===== src/rtl/video_capture.sv =====
// video_capture: decimates a pix_en-qualified raster (vs/de/rgb) into a WIDTH x HEIGHT image,
//   keeping the centre pixel of each BLOCK x BLOCK tile of a centred window, one frame per start.
// Latency: a kept sample is presented on wr_* one CLOCK_50 cycle after the pix_en edge that sampled it.
// Backpressure: single write register held until wr_ready; a sample that arrives while it is
//   still unaccepted is dropped and sets the sticky overflow flag (the pending write is kept).
//
// Ports:
//   CLOCK_50            system clock, all logic on posedge
//   reset_n             synchronous active-low reset
//   pix_en              source pixel strobe; vs/de/r/g/b are only sampled when high
//   vs, de              vertical sync pulse / data enable of the source raster
//   r, g, b             source pixel colour
//   start               one-cycle request to capture the next full frame (ignored unless idle)
//   busy                high while waiting for vs or capturing
//   wr_en / wr_ready    frame-buffer write valid / accept
//   wr_x, wr_y          output column / row of the pending write
//   wr_r, wr_g, wr_b    sampled colour of the pending write
//   frame_done          one-cycle pulse when a capture completes
//   overflow            sticky dropped-sample flag, cleared by an accepted start

module video_capture #(
  parameter int WIDTH  = 28,
  parameter int HEIGHT = 28,
  parameter int SRC_W  = 640,
  parameter int SRC_H  = 480
) (
  input  logic       CLOCK_50,
  input  logic       reset_n,
  input  logic       pix_en,
  input  logic       vs,
  input  logic       de,
  input  logic [7:0] r,
  input  logic [7:0] g,
  input  logic [7:0] b,
  input  logic       start,
  output logic       busy,
  output logic       wr_en,
  input  logic       wr_ready,
  output logic [9:0] wr_x,
  output logic [8:0] wr_y,
  output logic [7:0] wr_r,
  output logic [7:0] wr_g,
  output logic [7:0] wr_b,
  output logic       frame_done,
  output logic       overflow
);

  // Window geometry: square tiles as large as both axes allow, window centred on the raster.
  localparam int BLOCK   = (SRC_W / WIDTH < SRC_H / HEIGHT) ? SRC_W / WIDTH : SRC_H / HEIGHT;
  localparam int X_START = (SRC_W - WIDTH * BLOCK) / 2;
  localparam int Y_START = (SRC_H - HEIGHT * BLOCK) / 2;
  localparam int OFS     = BLOCK / 2;

  localparam logic [9:0] X_START_C  = 10'(X_START);
  localparam logic [9:0] X_BLK_LAST = 10'(BLOCK - 1);
  localparam logic [9:0] X_OFS      = 10'(OFS);
  localparam logic [9:0] X_TILES    = 10'(WIDTH);
  localparam logic [9:0] COL_LAST   = 10'(WIDTH - 1);

  localparam logic [8:0] Y_START_C  = 9'(Y_START);
  localparam logic [8:0] Y_BLK_LAST = 9'(BLOCK - 1);
  localparam logic [8:0] Y_OFS      = 9'(OFS);
  localparam logic [8:0] Y_TILES    = 9'(HEIGHT);
  localparam logic [8:0] ROW_LAST   = 9'(HEIGHT - 1);

  typedef enum logic [1:0] {
    IDLE    = 2'd0,
    WAIT_VS = 2'd1,
    CAPTURE = 2'd2,
    DONE    = 2'd3
  } state_t;

  typedef struct packed {
    logic [9:0] x;
    logic [8:0] y;
    logic [7:0] r;
    logic [7:0] g;
    logic [7:0] b;
  } wr_dat_t;

  state_t     state;
  state_t     state_nxt;

  // Raster position of the current pixel: xt = pixels already seen on this line,
  // yt = lines already completed since vs.
  logic [9:0] xt;
  logic [8:0] yt;
  logic       de_last;
  logic       vs_last;

  // Position inside the window: tile index (x_out/y_out) and offset within the tile (xd/yd).
  // Only meaningful once xt/yt have reached the window start.
  logic [9:0] xd;
  logic [9:0] x_out;
  logic [8:0] yd;
  logic [8:0] y_out;

  wr_dat_t    wr_dat;
  logic       wr_last;      // pending write is the final pixel of the frame being captured
  logic       wr_acc;
  logic       x_hit;
  logic       y_hit;
  logic       sample_vld;
  logic       vs_rise;
  logic       frame_abort;

  // ---------------------------------------------------------------------------
  // Raster and tile counters (advance only on pix_en)
  // ---------------------------------------------------------------------------
  always_ff @(posedge CLOCK_50) begin
    if (!reset_n) begin
      xt      <= '0;
      yt      <= '0;
      xd      <= '0;
      x_out   <= '0;
      yd      <= '0;
      y_out   <= '0;
      de_last <= 1'b0;
      vs_last <= 1'b0;
    end else if (pix_en) begin
      de_last <= de;
      vs_last <= vs;

      if (de) begin
        if (xt != 10'h3FF) begin
          xt <= xt + 10'd1;
        end
        if (xt >= X_START_C) begin
          if (xd == X_BLK_LAST) begin
            xd <= '0;
            // Stop at WIDTH so pixels right of the window never match a tile.
            if (x_out != X_TILES) begin
              x_out <= x_out + 10'd1;
            end
          end else begin
            xd <= xd + 10'd1;
          end
        end
      end else begin
        xt    <= '0;
        xd    <= '0;
        x_out <= '0;
      end

      if (vs) begin
        yt    <= '0;
        yd    <= '0;
        y_out <= '0;
      end else if (de_last && !de) begin
        // The line that just ended was line yt; step the vertical tile position past it.
        if (yt != 9'h1FF) begin
          yt <= yt + 9'd1;
        end
        if (yt >= Y_START_C) begin
          if (yd == Y_BLK_LAST) begin
            yd <= '0;
            if (y_out != Y_TILES) begin
              y_out <= y_out + 9'd1;
            end
          end else begin
            yd <= yd + 9'd1;
          end
        end
      end
    end
  end

  // ---------------------------------------------------------------------------
  // Sample selection
  // ---------------------------------------------------------------------------
  always_comb begin
    x_hit       = (xt >= X_START_C) && (xd == X_OFS) && (x_out < X_TILES);
    y_hit       = (yt >= Y_START_C) && (yd == Y_OFS) && (y_out < Y_TILES);
    sample_vld  = (state == CAPTURE) && pix_en && de && !vs && x_hit && y_hit;
    wr_acc      = wr_en && wr_ready;
    // vs spans several pix_en cycles; only its leading edge ends a frame, so a capture
    // that starts inside a vs pulse is not torn down by the rest of that pulse.
    vs_rise     = vs && !vs_last;
    frame_abort = (state == CAPTURE) && pix_en && vs_rise;
  end

  // ---------------------------------------------------------------------------
  // Write register and overflow flag
  // ---------------------------------------------------------------------------
  always_ff @(posedge CLOCK_50) begin
    if (!reset_n) begin
      wr_en    <= 1'b0;
      wr_dat   <= '0;
      wr_last  <= 1'b0;
      overflow <= 1'b0;
    end else begin
      // The register is free when empty or being drained on this very edge.
      if (sample_vld && (!wr_en || wr_ready)) begin
        wr_en   <= 1'b1;
        wr_dat  <= '{x: x_out, y: y_out, r: r, g: g, b: b};
        wr_last <= (x_out == COL_LAST) && (y_out == ROW_LAST);
      end else if (wr_acc) begin
        wr_en   <= 1'b0;
        wr_last <= 1'b0;
      end else if (frame_abort) begin
        // A pending write from an abandoned frame still goes out, but it no longer
        // completes a capture.
        wr_last <= 1'b0;
      end

      if ((state == IDLE) && start) begin
        overflow <= 1'b0;
      end else if (sample_vld && wr_en && !wr_ready) begin
        overflow <= 1'b1;
      end
    end
  end

  // ---------------------------------------------------------------------------
  // Capture FSM
  // ---------------------------------------------------------------------------
  always_ff @(posedge CLOCK_50) begin
    if (!reset_n) begin
      state <= IDLE;
    end else begin
      state <= state_nxt;
    end
  end

  always_comb begin
    state_nxt = state;
    case (state)
      IDLE: begin
        if (start) begin
          state_nxt = WAIT_VS;
        end
      end
      WAIT_VS: begin
        if (pix_en && vs) begin
          state_nxt = CAPTURE;
        end
      end
      CAPTURE: begin
        // Completion wins over a vs edge that lands on the same cycle.
        if (wr_acc && wr_last) begin
          state_nxt = DONE;
        end else if (frame_abort) begin
          state_nxt = WAIT_VS;
        end
      end
      DONE: begin
        state_nxt = IDLE;
      end
      default: begin
        state_nxt = IDLE;
      end
    endcase
  end

  always_comb begin
    busy       = (state == WAIT_VS) || (state == CAPTURE);
    frame_done = (state == DONE);
    wr_x       = wr_dat.x;
    wr_y       = wr_dat.y;
    wr_r       = wr_dat.r;
    wr_g       = wr_dat.g;
    wr_b       = wr_dat.b;
  end

endmodule


===== config.mk =====
export PLATFORM = sky130hd
export DESIGN_NAME = video_capture
export DESIGN_NICKNAME = d
export VERILOG_FILES = /design/src/rtl/video_capture.sv
export SDC_FILE = /design/constraint.sdc
export NUM_CORES = 1
export LEC_CHECK = 0
export BUFFER_PORTS_ARGS = -buffer_cell sky130_fd_sc_hd__buf_2
export CORE_MARGIN = 2
export CORE_UTILIZATION = 45
export DETAILED_ROUTE_END_ITERATION = 6
export GPL_ROUTABILITY_DRIVEN = 0
export PLACE_DENSITY = 0.65
export SLEW_MARGIN = 20
export SYNTH_ARGS = -nofsm -noshare
export SYNTH_HDL_FRONTEND = slang
export SYNTH_SLANG_ARGS = --single-unit
export TNS_END_PERCENT = 1

===== constraint.sdc =====
create_clock -name CLOCK_50 -period 5.1 [get_ports CLOCK_50]
set_clock_uncertainty 0.05 [all_clocks]
set_input_delay 0.255 -clock CLOCK_50 [delete_from_list [all_inputs] [get_ports CLOCK_50]]
set_output_delay 0.255 -clock CLOCK_50 [all_outputs]
set_load 0.02 [all_outputs]

After elaboration in Yosys (flattened, before gate mapping)
Index checks and enable logic that the tools add are counted.
{ "totals": {"ff_bits": 107, "latch_bits": 0, "ram_bits": 0, "romBits": 0, "mem_count": 0} }
{ "classes": {"n_addsub": 6, "multipliers": 0, "div": 0, "order_cmp": 4, "eq_ne": 20, "shift": 0, "mux": 31, "bitwise": 1, "n_reduce_logical": 43} }
{ "op_table": {"columns": ["cell", "count"], "rows": [
  ["two-way mux 9 bit", 12],
  ["two-way mux 10 bit", 9],
  ["adder 10 x 1 -> 10 bit (second input constant)", 3],
  ["adder 9 x 1 -> 9 bit (second input constant)", 3],
  ["equality test 10 x 5 -> 1 bit (second input constant)", 2],
  ["logical AND 1 bit", 20],
  ["equality test 9 x 5 -> 1 bit (second input constant)", 2],
  ["nonzero test 2 bit", 6],
  ["equality test 10 x 4 -> 1 bit (second input constant)", 1],
  [">= comparator 10 x 7 -> 1 bit (second input constant)", 1],
  ["less-than comparator 10 x 5 -> 1 bit (second input constant)", 1],
  ["inequality test 10 bit (second input constant)", 1],
  ["inequality test 10 x 5 -> 1 bit (second input constant)", 1],
  ["equality test 9 x 4 -> 1 bit (second input constant)", 1],
  [">= comparator 9 x 2 -> 1 bit (second input constant)", 1],
  ["less-than comparator 9 x 5 -> 1 bit (second input constant)", 1],
  ["inequality test 9 x 5 -> 1 bit (second input constant)", 1],
  ["inequality test 9 bit (second input constant)", 1],
  ["AND reduction 3 bit", 3],
  ["two-way mux 2 bit", 4],
  ["inequality test 2 x 1 -> 1 bit (second input constant)", 4],
  ["one-hot mux 2 bit (4 select lines)", 1],
  ["logical NOT 1 bit", 5],
  ["two-way mux 1 bit", 5],
  ["12 further kinds", 16]
]} }

Depth between registers and ports, before layout
{ "depth": {"depth_word": 8, "depth_mapped": 9} }

Worst setup path before layout
OpenSTA, ideal clock, no wires.
{ "synth_path": {"path_type": "register to register", "start": "register xd[0]", "end": "register x_out[3]", "setup_time_ns": 0.072, "t_arrival_ns": 2.104, "required_ns": 4.978, "path_slack_ns": 2.874, "path_stages_with_launch": 8, "path_buffers": 0, "period_less_slack_ns": 2.226, "path_cell_list": "dfxtp_1 -> inv_1 -> ha_1 -> or4b_4 -> o41ai_4 -> o211ai_2 -> or4_1 -> a21oi_1"} }
{ "synth_via": {"elab_chain_cells": 3} }
{ "synth_lines": {"columns": ["item", "line_no", "text"], "rows": [
  ["start: declaration", "93", "logic [9:0] xd;"],
  ["start signal: assignment", "136", "xd <= xd + 10'd1;"],
  ["equality test 10 x 5 -> 1 bit", "129", "if (xd == X_BLK_LAST) begin"],
  ["inequality test 2 x 1 -> 1 bit (no source line)", null, null],
  ["AND reduction 4 bit (no source line)", null, null],
  ["end signal: assignment", "133", "x_out <= x_out + 10'd1;"],
  ["end: declaration", "94", "logic [9:0] x_out;"]
]} }
No other way between the ends.
A chain may end at the register's enable or synchronous reset.

Worst setup path after layout
{ "layout_path": {"start": "register xd[0]", "end": "register wr_dat (netlist bit wr_b[0])"} }
{ "layout_via": {"elab_chain_cells": 6} }
{ "layout_lines": {"columns": ["item", "line_no", "text"], "rows": [
  ["equality test 10 x 4 -> 1 bit", "172", "x_hit = (xt >= X_START_C) && (xd == X_OFS) && (x_out < X_TILES);"],
  ["logical AND 1 bit (2 in a row)", "172", null],
  ["logical AND 1 bit (2 in a row)", "174", "sample_vld = (state == CAPTURE) && pix_en && de && !vs && x_hit && y_hit;"],
  ["logical AND 1 bit", "193", "if (sample_vld && (!wr_en || wr_ready)) begin"],
  ["end signal: assignment", "195", "wr_dat <= '{x: x_out, y: y_out, r: r, g: g, b: b};"],
  ["end: declaration", "98", "wr_dat_t wr_dat;"]
]} }
No other way between the ends.

==> impl_results.md <==
- Status: complete, no violations
- Worst Setup EP: wr_b[0]$_SDFFE_PN0P_
- DP HPWL: 8345 um
- Die ar.: between 10000 and 15000 sq um
- Worst reg2reg path endpoint: wr_b[0]$_SDFFE_PN0P_
- Hold Fails Final Rpt: 0
- Synth Warn #: 0
- Final setup vio count: 0
- Port buffer count: 77
- Internal reg-to-reg setup slack: 2.37 ns
- Post-synthesis net count: 644
- CP arrival: 2.99 ns
- Routed Antenna Nets: 0
- R2r worst-path depth: 8
- I/O pin cnt: 78
- Ant diodes: 0
- Post-placement cell count: 781
- Total Power: 1.530 mW
- VDD IR max: 0.2210 mV
- Required @ worst endpoint: between 5 and 6 ns
- Reg2reg start: xd[0]$_SDFFE_PN0P_
- CP Launch Point: xd[0]$_SDFFE_PN0P_
- Drt pass-1 iters: 5
- Layout cell share with drive strength beyond 1: 16.57%
- Critical path peak fanout: 23
- Crit start category: flip-flop
- Initial antenna violation count: 0
- Synthesized area: approximately 5100 sq um
- Via count: 4598
- Worst-Margin Slew: 0.8958 ns
- Synthesis-to-finish area growth: 13.52%
- CTS tree: built
- Number of remaining DRC errors: 0
- Seq/Total Area, Yosys: between 40 and 50%
- Mean post-synth cell area: 8.493 sq um
- Fin. max-slew vios: 0
- # nets final: 702
- CORE AREA: 10890 sq um
- Largest net degree at the start of global routing: 39
- Hold Path Origin: r[6]
- Gr ovfl total: 0
- Power Dens Cells: 266.7 nW/um^2
- #FFs+latches synth: 107
- Die boundary width: approximately 110 um
- CTS root buf: clkbuf_8
- Pleak: 2.096 nW
- Clock transition at the registers of the reported paths: 0.10 ns
- WS Path Type: reg2reg
- Total wire length: 12110 um
- Vias in the first global route: 4112
- Final period utilization: between 50% and 60%
- Finished Layout Cells: 798
- Post-CTS Setup Inserts: 0
- Max-cap violations: 0
- Max clock buf depth: 2
- Via-to-Cell Ratio: about 5.8
- Row count: 38
- Min-delay worst type: in2reg
- Starting DRC count in detailed routing: 348
- Fmax achieved: 366.9 MHz
- Clock latency on the worst-skew pair: 0.39 ns
- Clock Sinks: 107
- Mapped Cells: 595
- Filler cells: 1041
- Min Tclk post-route: roughly 2.7 ns
- Ys flop type: dfxtp_1
- Number of buffers created by CTS: 9
- H-Tree Depth: 3
- Drt wl/cell: 15.18 um
- GRT Total Usage: 20.67%
- First-pass GRT wire length: just under 20000 um
- Setup_tns: 0 ns
- Initial Utilization: 46.41%
- Die Y-Extent: 110.0 um
- Asr flop ratio synth: 0%
- Slew margin rel.: between 40% and 50%
- Worst hold slack: ~0.062 ns
- Netlist cell types: 54
- RSZ-0062 raised after global routing: no
- CP Capture Type: flip-flop
- Post-synth EDFFs: 0
worst max-delay path, stage by stage (launching register included):
cell and delay (ns):
dfxtp_1 0.36, inv_1 0.07, ha_1 0.12, or4b_4 0.49
nand4bb_1 0.24, and4b_1 0.65, buf_4 0.37, nand4_1 0.14
a21oi_1 0.16
logic make-up (layout without fill, tap and decap cells):
group	count (synthesis)	count (layout)	share of synthesized area, %
flops	107	107	42.39
simple gates	222	222	24.56
buf+inv	62	125	4.729
fa+ha+maj	18	18	4.457
mux	6	6	1.213
compound gates	154	154	18.15
xor+xnor	26	26	4.506
cell type report:
| type | count | area, sq um | area share (%) |
|---|---|---|---|
| clock inverter | 6 | 63.81 | 1.112 |
| timing repair buffer | 84 | 440.4 | 7.677 |
| clock buffer | 10 | 137.6 | 2.399 |
| multi-input combinational | 426 | 2684 | 46.78 |
| tap | 140 | 175.2 | 3.053 |
| inverter | 25 | 93.84 | 1.636 |
| sequential | 107 | 2142 | 37.34 |
timing repair:
item,CTS,global route
endpoints found under the hold margin,1,0
hold buffers,1,0
gates resized for setup,0,0
layer usage:
metal  up-vias  GRT usage [%]  share of wire [%]
met3        15          3.762                4.3
met2        88          31.95                 45
met5         -              0                  0
li1       2309              -                  -
met1      2186          28.38                 49
met4         0          8.590                1.7
Yosys cell counts, drive strengths merged (2+ instances only):
cell	count	area share (%)
a22oi	2	0.30
xor2	5	0.87
o2111ai	4	0.69
a21oi	60	5.9
nor2b	2	0.25
and4b	2	0.40
o41ai	3	0.89
nand2	26	1.9
nand3	24	2.5
mux2i	5	0.99
o211ai	4	0.69
and4	3	0.52
o31ai	6	0.89
o21ai	52	5.1
or3	15	1.9
and2	3	0.37
inv	23	1.7
nand2b	3	0.37
dfxtp	107	42
and3	14	1.7
nand4	41	5.1
buf	5	0.50
nand4b	4	0.69
nor4	11	1.4
a41o	2	0.40
nor2	45	3.3
clkinv	2	0.15
ha	18	4.5
nor3	13	1.5
o21a	3	0.45
a211oi	7	1.0
nor3b	3	0.45
clkbuf	32	2.4
xnor2	21	3.6
or4	8	1.2
a2111oi	2	0.35
a31oi	3	0.37
where the power goes:
part	internal, mW	switching, mW	total, mW
clock network	0.240	0.293	0.533
registers	0.845	0.0118	0.857
logic	0.0510	0.0882	0.139
worst min path at each step:
stage | depth (start not counted) | to | slack, ns
floorplan | 1 | overflow$_SDFFE_PP0P_ | 0.31
global placement | 2 | wr_b[2]$_SDFFE_PN0P_ | 0.40
detailed placement | 2 | overflow$_SDFFE_PP0P_ | 0.41
CTS | 3 | wr_r[6]$_SDFFE_PN0P_ | 0.04
global route | 3 | wr_r[3]$_SDFFE_PN0P_ | 0.06
finish | 3 | wr_r[6]$_SDFFE_PN0P_ | 0.06
placed cells by master (no fill, tap or decap), types with 3 or more instances in the layout:
master / count
nor3_1: 11
o211ai_1: 3
nand4_1: 41
and4_1: 3
clkbuf_8: 10
and3_1: 14
buf_2: 77
inv_1: 23
dfxtp_1: 107
ha_1: 18
o21a_1: 3
xor2_1: 5
nor3b_1: 3
xnor2_1: 21
nor2_1: 45
a211oi_1: 7
nand2_1: 26
o31ai_1: 6
nor4_1: 11
mux2i_1: 5
o21ai_0: 40
o21ai_1: 12
and2_1: 3
nand3_1: 22
a21oi_1: 60
or4_1: 8
nand2b_1: 3
nand4b_1: 4
a31oi_1: 3
buf_4: 6
or3_1: 15
o2111ai_1: 4
state kept, by name (all words and copies together) (netlist names):
name	count
de_last	1
wr_b	8
yd	9
vs_last	1
wr_last	1
wr_r	8
wr_y	9
wr_en	1
xt	10
state	2
xd	10
overflow	1
yt	9
wr_g	8
wr_x	10
x_out	10
y_out	9
per-stage QoR:
stage | instance area, sq um | util (%) | worst slack (ns)
3_5_place_dp | 5520 | 50.70 | 2.293
5_1_grt | 5737 | 52.69 | 2.091
4_1_cts | 5732 | 52.64 | 2.265
2_1_floorplan | 5054 | - | 2.874
3_3_place_gp | 5520 | 50.70 | 2.361
6_report | 5737 | 52.69 | 2.374
Note: power is estimated with default switching activity, not from simulation.
